--- src/rtl/melody_player_if.sv ---
// Control-side bundle for melody_player: start/select/stop requests in,
// buzzer drive and playback status out.
interface melody_player_if;
   logic       start;
   logic [2:0] sel;
   logic       stop;
   logic       sound;
   logic       busy;
   logic       done;
   logic [2:0] note_idx;
   logic [3:0] step;

   modport master (output start, sel, stop, input sound, busy, done, note_idx, step);
   modport slave  (input start, sel, stop, output sound, busy, done, note_idx, step);
endinterface

--- src/rtl/melody_player.sv ---
// Tone sequencer for the passive buzzer: plays one of five fixed melodies as
// 50%-duty square-wave notes with optional silent gaps between them.
module melody_player #(
   parameter int NOTE_CYCLES  = 12500000,
   parameter int GAP_CYCLES   = 1250000,
   parameter int OCTAVE_SHIFT = 0
) (
   input  logic           CLOCK_50,
   input  logic           resetn,
   melody_player_if.slave bus
);
   localparam logic [31:0] NOTE_LAST = 32'(NOTE_CYCLES - 1);
   localparam logic [31:0] GAP_LAST  = 32'(GAP_CYCLES - 1);
   localparam bit          HAS_GAP   = (GAP_CYCLES > 0);

   typedef enum logic [1:0] {IDLE, TONE, GAP} state_t;

   state_t      state;
   logic [2:0]  mel;
   logic [3:0]  step_r;
   logic [2:0]  note_r;
   logic        sound_r;
   logic        busy_r;
   logic        done_r;
   logic [16:0] half_cnt;
   logic [31:0] dur_cnt;
   logic [16:0] half_last;
   logic        last_step;
   logic        note_end;
   logic        seq_end;

   function automatic logic [16:0] half_period(input logic [2:0] n);
      logic [16:0] base;
      case (n)
         3'd0:    base = 17'd56818;
         3'd1:    base = 17'd50607;
         3'd2:    base = 17'd47801;
         3'd3:    base = 17'd42589;
         3'd4:    base = 17'd37936;
         3'd5:    base = 17'd35816;
         default: base = 17'd31887;
      endcase
      return base >> OCTAVE_SHIFT;
   endfunction

   function automatic logic [2:0] rom_note(input logic [2:0] m, input logic [3:0] s);
      logic [2:0] n;
      n = 3'd0;
      case (m)
         3'd0: case (s)
                  4'd0: n = 3'd2;  4'd1: n = 3'd6;  4'd2: n = 3'd3;
                  4'd3: n = 3'd5;  4'd4: n = 3'd4;  4'd5: n = 3'd2;
                  default: n = 3'd0;
               endcase
         3'd1: case (s)
                  4'd0, 4'd1, 4'd3: n = 3'd2;
                  4'd2:             n = 3'd4;
                  default:          n = 3'd6;
               endcase
         3'd2: n = (s == 4'd0) ? 3'd4 : 3'd6;
         3'd3: n = (s == 4'd0) ? 3'd1 : 3'd0;
         3'd4: case (s)
                  4'd0: n = 3'd5;  4'd1: n = 3'd3;  4'd2: n = 3'd2;
                  default: n = 3'd0;
               endcase
         default: n = 3'd0;
      endcase
      return n;
   endfunction

   function automatic logic [3:0] mel_last(input logic [2:0] m);
      case (m)
         3'd0:    return 4'd5;
         3'd1:    return 4'd7;
         3'd4:    return 4'd3;
         default: return 4'd1;
      endcase
   endfunction

   // seq_end marks the cycle a note slot (tone plus any gap) is complete.
   always_comb begin
      half_last = half_period(note_r) - 17'd1;
      last_step = (step_r == mel_last(mel));
      note_end  = (state == TONE) && (dur_cnt == NOTE_LAST);
      seq_end   = (note_end && !HAS_GAP) || ((state == GAP) && (dur_cnt == GAP_LAST));
   end

   // Stop and natural completion share the return path; only completion pulses done.
   always_ff @(posedge CLOCK_50) begin
      if (!resetn) begin
         state    <= IDLE;
         mel      <= 3'd0;
         step_r   <= 4'd0;
         note_r   <= 3'd0;
         sound_r  <= 1'b0;
         busy_r   <= 1'b0;
         done_r   <= 1'b0;
         half_cnt <= 17'd0;
         dur_cnt  <= 32'd0;
      end else begin
         done_r <= 1'b0;
         if (state == IDLE) begin
            if (bus.start && !bus.stop && (bus.sel <= 3'd4)) begin
               state    <= TONE;
               mel      <= bus.sel;
               step_r   <= 4'd0;
               note_r   <= rom_note(bus.sel, 4'd0);
               busy_r   <= 1'b1;
               sound_r  <= 1'b0;
               half_cnt <= 17'd0;
               dur_cnt  <= 32'd0;
            end
         end else if (bus.stop || (seq_end && last_step)) begin
            state    <= IDLE;
            step_r   <= 4'd0;
            note_r   <= 3'd0;
            sound_r  <= 1'b0;
            busy_r   <= 1'b0;
            done_r   <= !bus.stop;
            half_cnt <= 17'd0;
            dur_cnt  <= 32'd0;
         end else if (seq_end) begin
            state    <= TONE;
            step_r   <= step_r + 4'd1;
            note_r   <= rom_note(mel, step_r + 4'd1);
            sound_r  <= 1'b0;
            half_cnt <= 17'd0;
            dur_cnt  <= 32'd0;
         end else if (note_end) begin
            state    <= GAP;
            note_r   <= 3'd0;
            sound_r  <= 1'b0;
            half_cnt <= 17'd0;
            dur_cnt  <= 32'd0;
         end else begin
            dur_cnt <= dur_cnt + 32'd1;
            if (state == TONE) begin
               if (half_cnt == half_last) begin
                  half_cnt <= 17'd0;
                  sound_r  <= ~sound_r;
               end else begin
                  half_cnt <= half_cnt + 17'd1;
               end
            end
         end
      end
   end

   assign bus.sound    = sound_r;
   assign bus.busy     = busy_r;
   assign bus.done     = done_r;
   assign bus.note_idx = note_r;
   assign bus.step     = step_r;
endmodule

--- src/flat_wrapper.sv ---
// flat-port wrapper written by rule: the top's interface ports become plain ports
module melody_player_flat 
#(
   parameter int NOTE_CYCLES  = 12500000,
   parameter int GAP_CYCLES   = 1250000,
   parameter int OCTAVE_SHIFT = 0
)
  (CLOCK_50, resetn, bus_start, bus_sel, bus_stop, bus_sound, bus_busy, bus_done, bus_note_idx, bus_step);
  melody_player_if bus_i ();
  input  logic CLOCK_50;
  input  logic resetn;
  input wire logic [$bits(bus_i.start)-1:0] bus_start;
  input wire logic [$bits(bus_i.sel)-1:0] bus_sel;
  input wire logic [$bits(bus_i.stop)-1:0] bus_stop;
  output wire logic [$bits(bus_i.sound)-1:0] bus_sound;
  output wire logic [$bits(bus_i.busy)-1:0] bus_busy;
  output wire logic [$bits(bus_i.done)-1:0] bus_done;
  output wire logic [$bits(bus_i.note_idx)-1:0] bus_note_idx;
  output wire logic [$bits(bus_i.step)-1:0] bus_step;
  assign bus_i.start = bus_start;
  assign bus_i.sel = bus_sel;
  assign bus_i.stop = bus_stop;
  assign bus_sound = bus_i.sound;
  assign bus_busy = bus_i.busy;
  assign bus_done = bus_i.done;
  assign bus_note_idx = bus_i.note_idx;
  assign bus_step = bus_i.step;
  melody_player #(.NOTE_CYCLES(NOTE_CYCLES), .GAP_CYCLES(GAP_CYCLES), .OCTAVE_SHIFT(OCTAVE_SHIFT)) u_core (.CLOCK_50(CLOCK_50), .resetn(resetn), .bus(bus_i));
endmodule
--- config.mk ---
export PLATFORM = sky130hd
export DESIGN_NAME = melody_player_flat
export DESIGN_NICKNAME = d
export VERILOG_FILES = /design/src/rtl/melody_player_if.sv /design/src/rtl/melody_player.sv /design/src/flat_wrapper.sv
export SDC_FILE = /design/constraint.sdc
export NUM_CORES = 1
export LEC_CHECK = 0
export ABC_AREA = 1
export CORE_ASPECT_RATIO = 0.8
export CORE_MARGIN = 2
export CORE_UTILIZATION = 25
export CTS_BUF_LIST = sky130_fd_sc_hd__clkbuf_8
export CTS_CLUSTER_DIAMETER = 30
export DETAILED_ROUTE_END_ITERATION = 10
export PLACE_DENSITY = 0.44
export SLEW_MARGIN = 30
export SYNTH_ARGS = -nofsm -noshare
export SYNTH_HDL_FRONTEND = slang
export SYNTH_SLANG_ARGS = --single-unit
--- constraint.sdc ---
create_clock -name CLOCK_50 -period 6.99 [get_ports CLOCK_50]
set_clock_uncertainty 0.15 [all_clocks]
set_input_delay 1.398 -clock CLOCK_50 [delete_from_list [all_inputs] [get_ports CLOCK_50]]
set_output_delay 1.398 -clock CLOCK_50 [all_outputs]
set_load 0.01 [all_outputs]
=== After elaboration in Yosys (flattened, before gate mapping) ===
Index checks and enable logic that the tools add are counted.

* $add $sub $neg: 4
* Multiply operators: 0
* Div/mod/pow operators: 0
* Magnitude comparators: 1
* Equal/unequal tests: 25
* Shift operators: 0
* Mux-type cells: 45
* Bitwise gates (word level): 3
* Reductions and logical operators: 27

{| class="wikitable"
|+ Operators with widths
! cell !! number
|-
| two-way mux 32 bit || 5
|-
| two-way mux 17 bit || 7
|-
| one-hot mux 16 bit (6 select lines) || 1
|-
| adder 32 x 1 -> 32 bit, second input constant || 1
|-
| == test 32 x 21 -> 1 bit, second input constant || 1
|-
| == test 32 x 24 -> 1 bit, second input constant || 1
|-
| one-hot mux 3 bit (5 select lines) || 2
|-
| == test 3 x 2 -> 1 bit, second input constant || 6
|-
| one-hot mux 3 bit (3 select lines) || 2
|-
| adder 17 x 1 -> 17 bit, second input constant || 1
|-
| == test 17 bit || 1
|-
| subtractor 16 x 1 -> 17 bit, second input constant || 1
|-
| two-way mux 4 bit || 4
|-
| two-way mux 3 bit || 5
|-
| == test 3 bit, second input constant || 4
|-
| two-way mux 2 bit || 6
|-
| one-hot mux 3 bit (4 select lines) || 1
|-
| two-way mux 1 bit || 11
|-
| AND reduction 2 bit || 5
|-
| nonzero test 5 bit || 2
|-
| == test 3 x 1 -> 1 bit, second input constant || 3
|-
| zero test 3 bit || 3
|-
| == test 4 x 2 -> 1 bit, second input constant || 2
|-
| == test 4 x 3 -> 1 bit, second input constant || 2
|-
| 20 further kinds || 28
|}

* Register bits after elaboration: 64
* Bits in latches: 0
* RAM bits: 0
* ROM bits: 0
* Input port bits: 7
* Output and inout bits: 10
* Logic and storage cells: 114
* Memories kept: 0

=== Depth between registers and ports, before layout ===
* Word-level depth: 10
* Mapped depth: 17
* Gate-level depth less buffers: 17

=== Least setup slack after synthesis ===
OpenSTA, ideal clock, no wires.

* Path kind: input to register
* Start point: input bus_sel[0]
* End point: register u_core.step_r[0], in the netlist u_core.bus.step[0]
* Library setup time: 121 ps
* Arrival time: 2476 ps
* Data required time: 6719 ps
* Slack: 4243 ps
* Stages: 7
* Buffers on the path: 1
* Cells stage by stage: o21ai_1 -> nand2_1 -> nand2_1 -> clkbuf_1 -> o21ai_0 -> o21ai_0 -> a21oi_1

* Word-level cells in the longest chain between the ends: 4

{| class="wikitable"
|+ RTL lines
! element !! RTL line !! source
|-
| start, declared || flat_wrapper.sv:13 || <nowiki>input wire logic [$bits(bus_i.sel)-1:0] bus_sel;</nowiki>
|-
| less-or-equal comparator 3 bit || melody_player.sv:103 || <nowiki>if (bus.start && !bus.stop && (bus.sel <= 3'd4)) begin</nowiki>
|-
| logical AND 1 bit || melody_player.sv:103 ||
|-
| != test 2 bit (no source line) || n/a ||
|-
| AND reduction 2 bit (no source line) || n/a ||
|-
| end signal, assigned || melody_player.sv:124 || <nowiki>step_r <= step_r + 4'd1;</nowiki>
|-
| end, declared || melody_player.sv:20 || <nowiki>logic [3:0] step_r;</nowiki>
|}

Every way passes these cells.
A chain may end at the register's enable or synchronous reset.

=== Worst setup path after layout ===
* Start point: input bus_sel[0]
* End point: register u_core.sound_r, in the netlist u_core.bus.sound

* Word-level cells in the longest chain between the ends: 4

{| class="wikitable"
|+ RTL lines
! element !! RTL line !! source
|-
| less-or-equal comparator 3 bit || melody_player.sv:103 ||
|-
| logical AND 1 bit || melody_player.sv:103 ||
|-
| != test 2 bit (no source line) || n/a ||
|-
| AND reduction 3 bit (no source line) || n/a ||
|-
| end signal, assigned || melody_player.sv:140 || <nowiki>sound_r <= ~sound_r;</nowiki>
|-
| end, declared || melody_player.sv:22 || <nowiki>logic sound_r;</nowiki>
|}

Every way passes these cells.

==> flow_summary.ini <==
[outcome]
status = finished clean

[timing]
finalCritPeriodShare = 0.515
rsz0062_at_grt = no
tns_ps = 0
hold_viol = 0
relSlewSlack = 0.414
fmax_ghz = 0.278
worst_slack_ps = 3390
hold_ws_ps = 354
worstMarginPinSlew_ps = 879
setup_viol = 0
fin_crit_ps = 3600
drv_slew = 0

[setup_path]
path_class = in2reg
startpoint_type = input port
crit_arrival_ps = 3710
cp_max_fo = 21
cp.required_ps = 7100
r2r_slack_ps = 4080
r2r-end = u_core.half_cnt[10]$_SDFFE_PN0P_
rr_startpoint = u_core.bus.note_idx[1]$_SDFFE_PN0P_
crit_path_end_kind = register
ff2ff_path_depth = 16

[layout]
nNetsFinal = 888
n_fill_cell = 2254
final_common_cell = nand2_1
multiInputGateArea_mm2 = 0.00321
fin_cells = 1143
synthToLayoutAreaGrowth_pct = 12.8
final_cell_mix = nand2_1, nor2_1, inv_1, nand3_1, dfxtp_1
n_antenna_cell = 0
drive_gt1_frac = 0.0626
seq_area_mm2 = 0.00128

[pwr]
seqPwrFrac = 0.400
p_per_area_mw_per_mm2 = 173
p_switching_uw = 337
p_int_uw = 636
combPwrFrac = 0.206
total_power_uw = 973
clock_power_share = 0.394
p_leak_nw = 2.26
swShare = 0.346
vdd_drop_max_mv = 0.0739

[synthesis]
ys.flop_type = dfxtp_1
yosysSeqAreaShare = 0.257
synthCells = 862
synth_edf_count = 0
yosys.cell_types.count = 35
synth_top_area_frac = 0.257
synth_nets = 876
netlist_area_mm2 = 0.00498
post_synth.cell_area_avg_um2 = 5.77
yosys_warnings = 0
async_flop_share = 0
netlist_top_cells_area = dfxtp_1, nand2_1, nor2_1
synth_top_cell_by_area = dfxtp_1
ys_ff_latch = 64

[die]
start_util = 0.253
dieArea_mm2 = 0.0211
placementRows = 46
die_h_um = 130
core_mm2 = 0.0197
die_w_um = 162
ios = 17

[global_routing]
grt_pass1_vias = 4996
grt_antenna_before_repair = 0
grt_overflow = 0
grt.total_usage = 0.162
grt_max_degree = 29
grt_pass1_wl_mm = 26.9

[clock_tree]
clockBufferDepth = 2
postCtsHoldBufs = 0
cts_resized = 0
cts_sinks = 64
root_buffer = clkbuf_8
cts_tree = yes
cts_buffers = 9
clk_latency_ps = 370
cts_max_level = 3
path_clk_slew_ps = 80
cts_setup_buffers = 0

[detailed_routing]
wl_met2_mm = 6.46
via_per_inst = 4.70
wirelength_mm = 16.3
drt-pass1-iter-count = 5
dr.first_iter.drc_count = 377
highest_layer = met4
met1Wirelength_mm = 8.65
drt-wirelength-per-cell_um = 14.3
vias = 5368
wl_met3_mm = 1.11
drc_errors = 0
postRouteAntennaNets = 0

[place]
io_buffer_count = 16
dp_cells = 1127
hpwl_mm = 12.8
gp_congestion = 0.865
place_ws_ps = 2960

[min_path]
hold_end = u_core.dur_cnt[31]$_SDFFE_PN0P_
holdCritPathClass = reg2reg
hp-start = u_core.dur_cnt[31]$_SDFFE_PN0P_
min_path_cells = 2

[job]
drv_cap = 0
==> layer usage <==
metal,up-vias,GRT usage
met3,10,0.0394
met5,-,0
met2,154,0.237
li1,2795,-
met4,0,0.0370
met1,2409,0.238
==> stage by stage <==
stage / util / area (µm²)
2_1_floorplan: - / 4980
3_3_place_gp: 0.274 / 5390
3_5_place_dp: 0.274 / 5390
4_1_cts: 0.285 / 5610
5_1_grt: 0.285 / 5610
6_report: 0.285 / 5610
==> area by class of cell <==
cell class,count,share of cell area
multi-input cells,675,0.572
flip-flops and latches,64,0.228
inverters,108,0.0722
well taps,264,0.0588
repair buffers,16,0.0285
clock buffers,9,0.0221
clock inverters,7,0.0183
==> power groups by stage <==
stage	clock network, mW	logic, mW	registers, mW
6_report	0.384	0.200	0.389
4_1_cts	0.398	0.201	0.389
3_3_place_gp	0	0.201	0.399
3_5_place_dp	0	0.200	0.398
5_1_grt	0.412	0.230	0.391
2_1_floorplan	0	0.149	0.393
==> logic make-up (layout without fill, tap and decap cells) <==
group / Yosys count / in the layout / synth area share
xor gates and xnor gates: 26 / 26 / 0.0458
and+or+nand+nor: 568 / 568 / 0.501
AOI/OAI and AO/OA: 74 / 74 / 0.0802
adders and majority gates: 7 / 7 / 0.0176
DFF: 64 / 64 / 0.257
buffers and inverters: 123 / 140 / 0.0976
==> registers in the layout, indices dropped and copies added, names as in the netlist <==
register and flops:
u_core.bus.note_idx 3, u_core.bus.done 1, u_core.state 2, u_core.dur_cnt 32, u_core.bus.step 4, u_core.half_cnt 17
u_core.mel 3, u_core.bus.busy 1, u_core.bus.sound 1
==> how the worst max path moves through the flow <==
stage	cells past startpoint	startpoint	end	slack, ps
4_1_cts	9	bus_sel[0]	u_core.bus.sound$_SDFFE_PN0P_	3370
3_5_place_dp	9	bus_sel[0]	u_core.dur_cnt[13]$_SDFFE_PN0P_	2960
2_1_floorplan	7	bus_sel[0]	u_core.bus.step[0]$_SDFFE_PN0P_	4240
6_report	9	bus_sel[0]	u_core.bus.sound$_SDFFE_PN0P_	3390
3_3_place_gp	9	bus_sel[0]	u_core.dur_cnt[13]$_SDFFE_PN0P_	3020
5_1_grt	12	bus_sel[0]	u_core.dur_cnt[13]$_SDFFE_PN0P_	2990
==> cell usage after synthesis, types with 7 or more instances <==
cell / number
nor2_1: 149
dfxtp_1: 64
nor2_2: 7
a21oi_1: 40
inv_1: 97
inv_2: 11
nand4_1: 27
nand2_2: 7
xor2_1: 23
nor3_1: 32
ha_1: 7
nand3_1: 80
nand2_1: 247
o21ai_0: 22
==> worst max-delay path: stages <==
cell and delay, ps:
clkdlybuf4s50_1 460, o21ai_1 220, nand2_1 100, nand2_1 430
nand2_2 420, inv_2 270, nand2_4 110, nand2_4 200
nor2_1 80
Power figures use the tool's default switching activity.
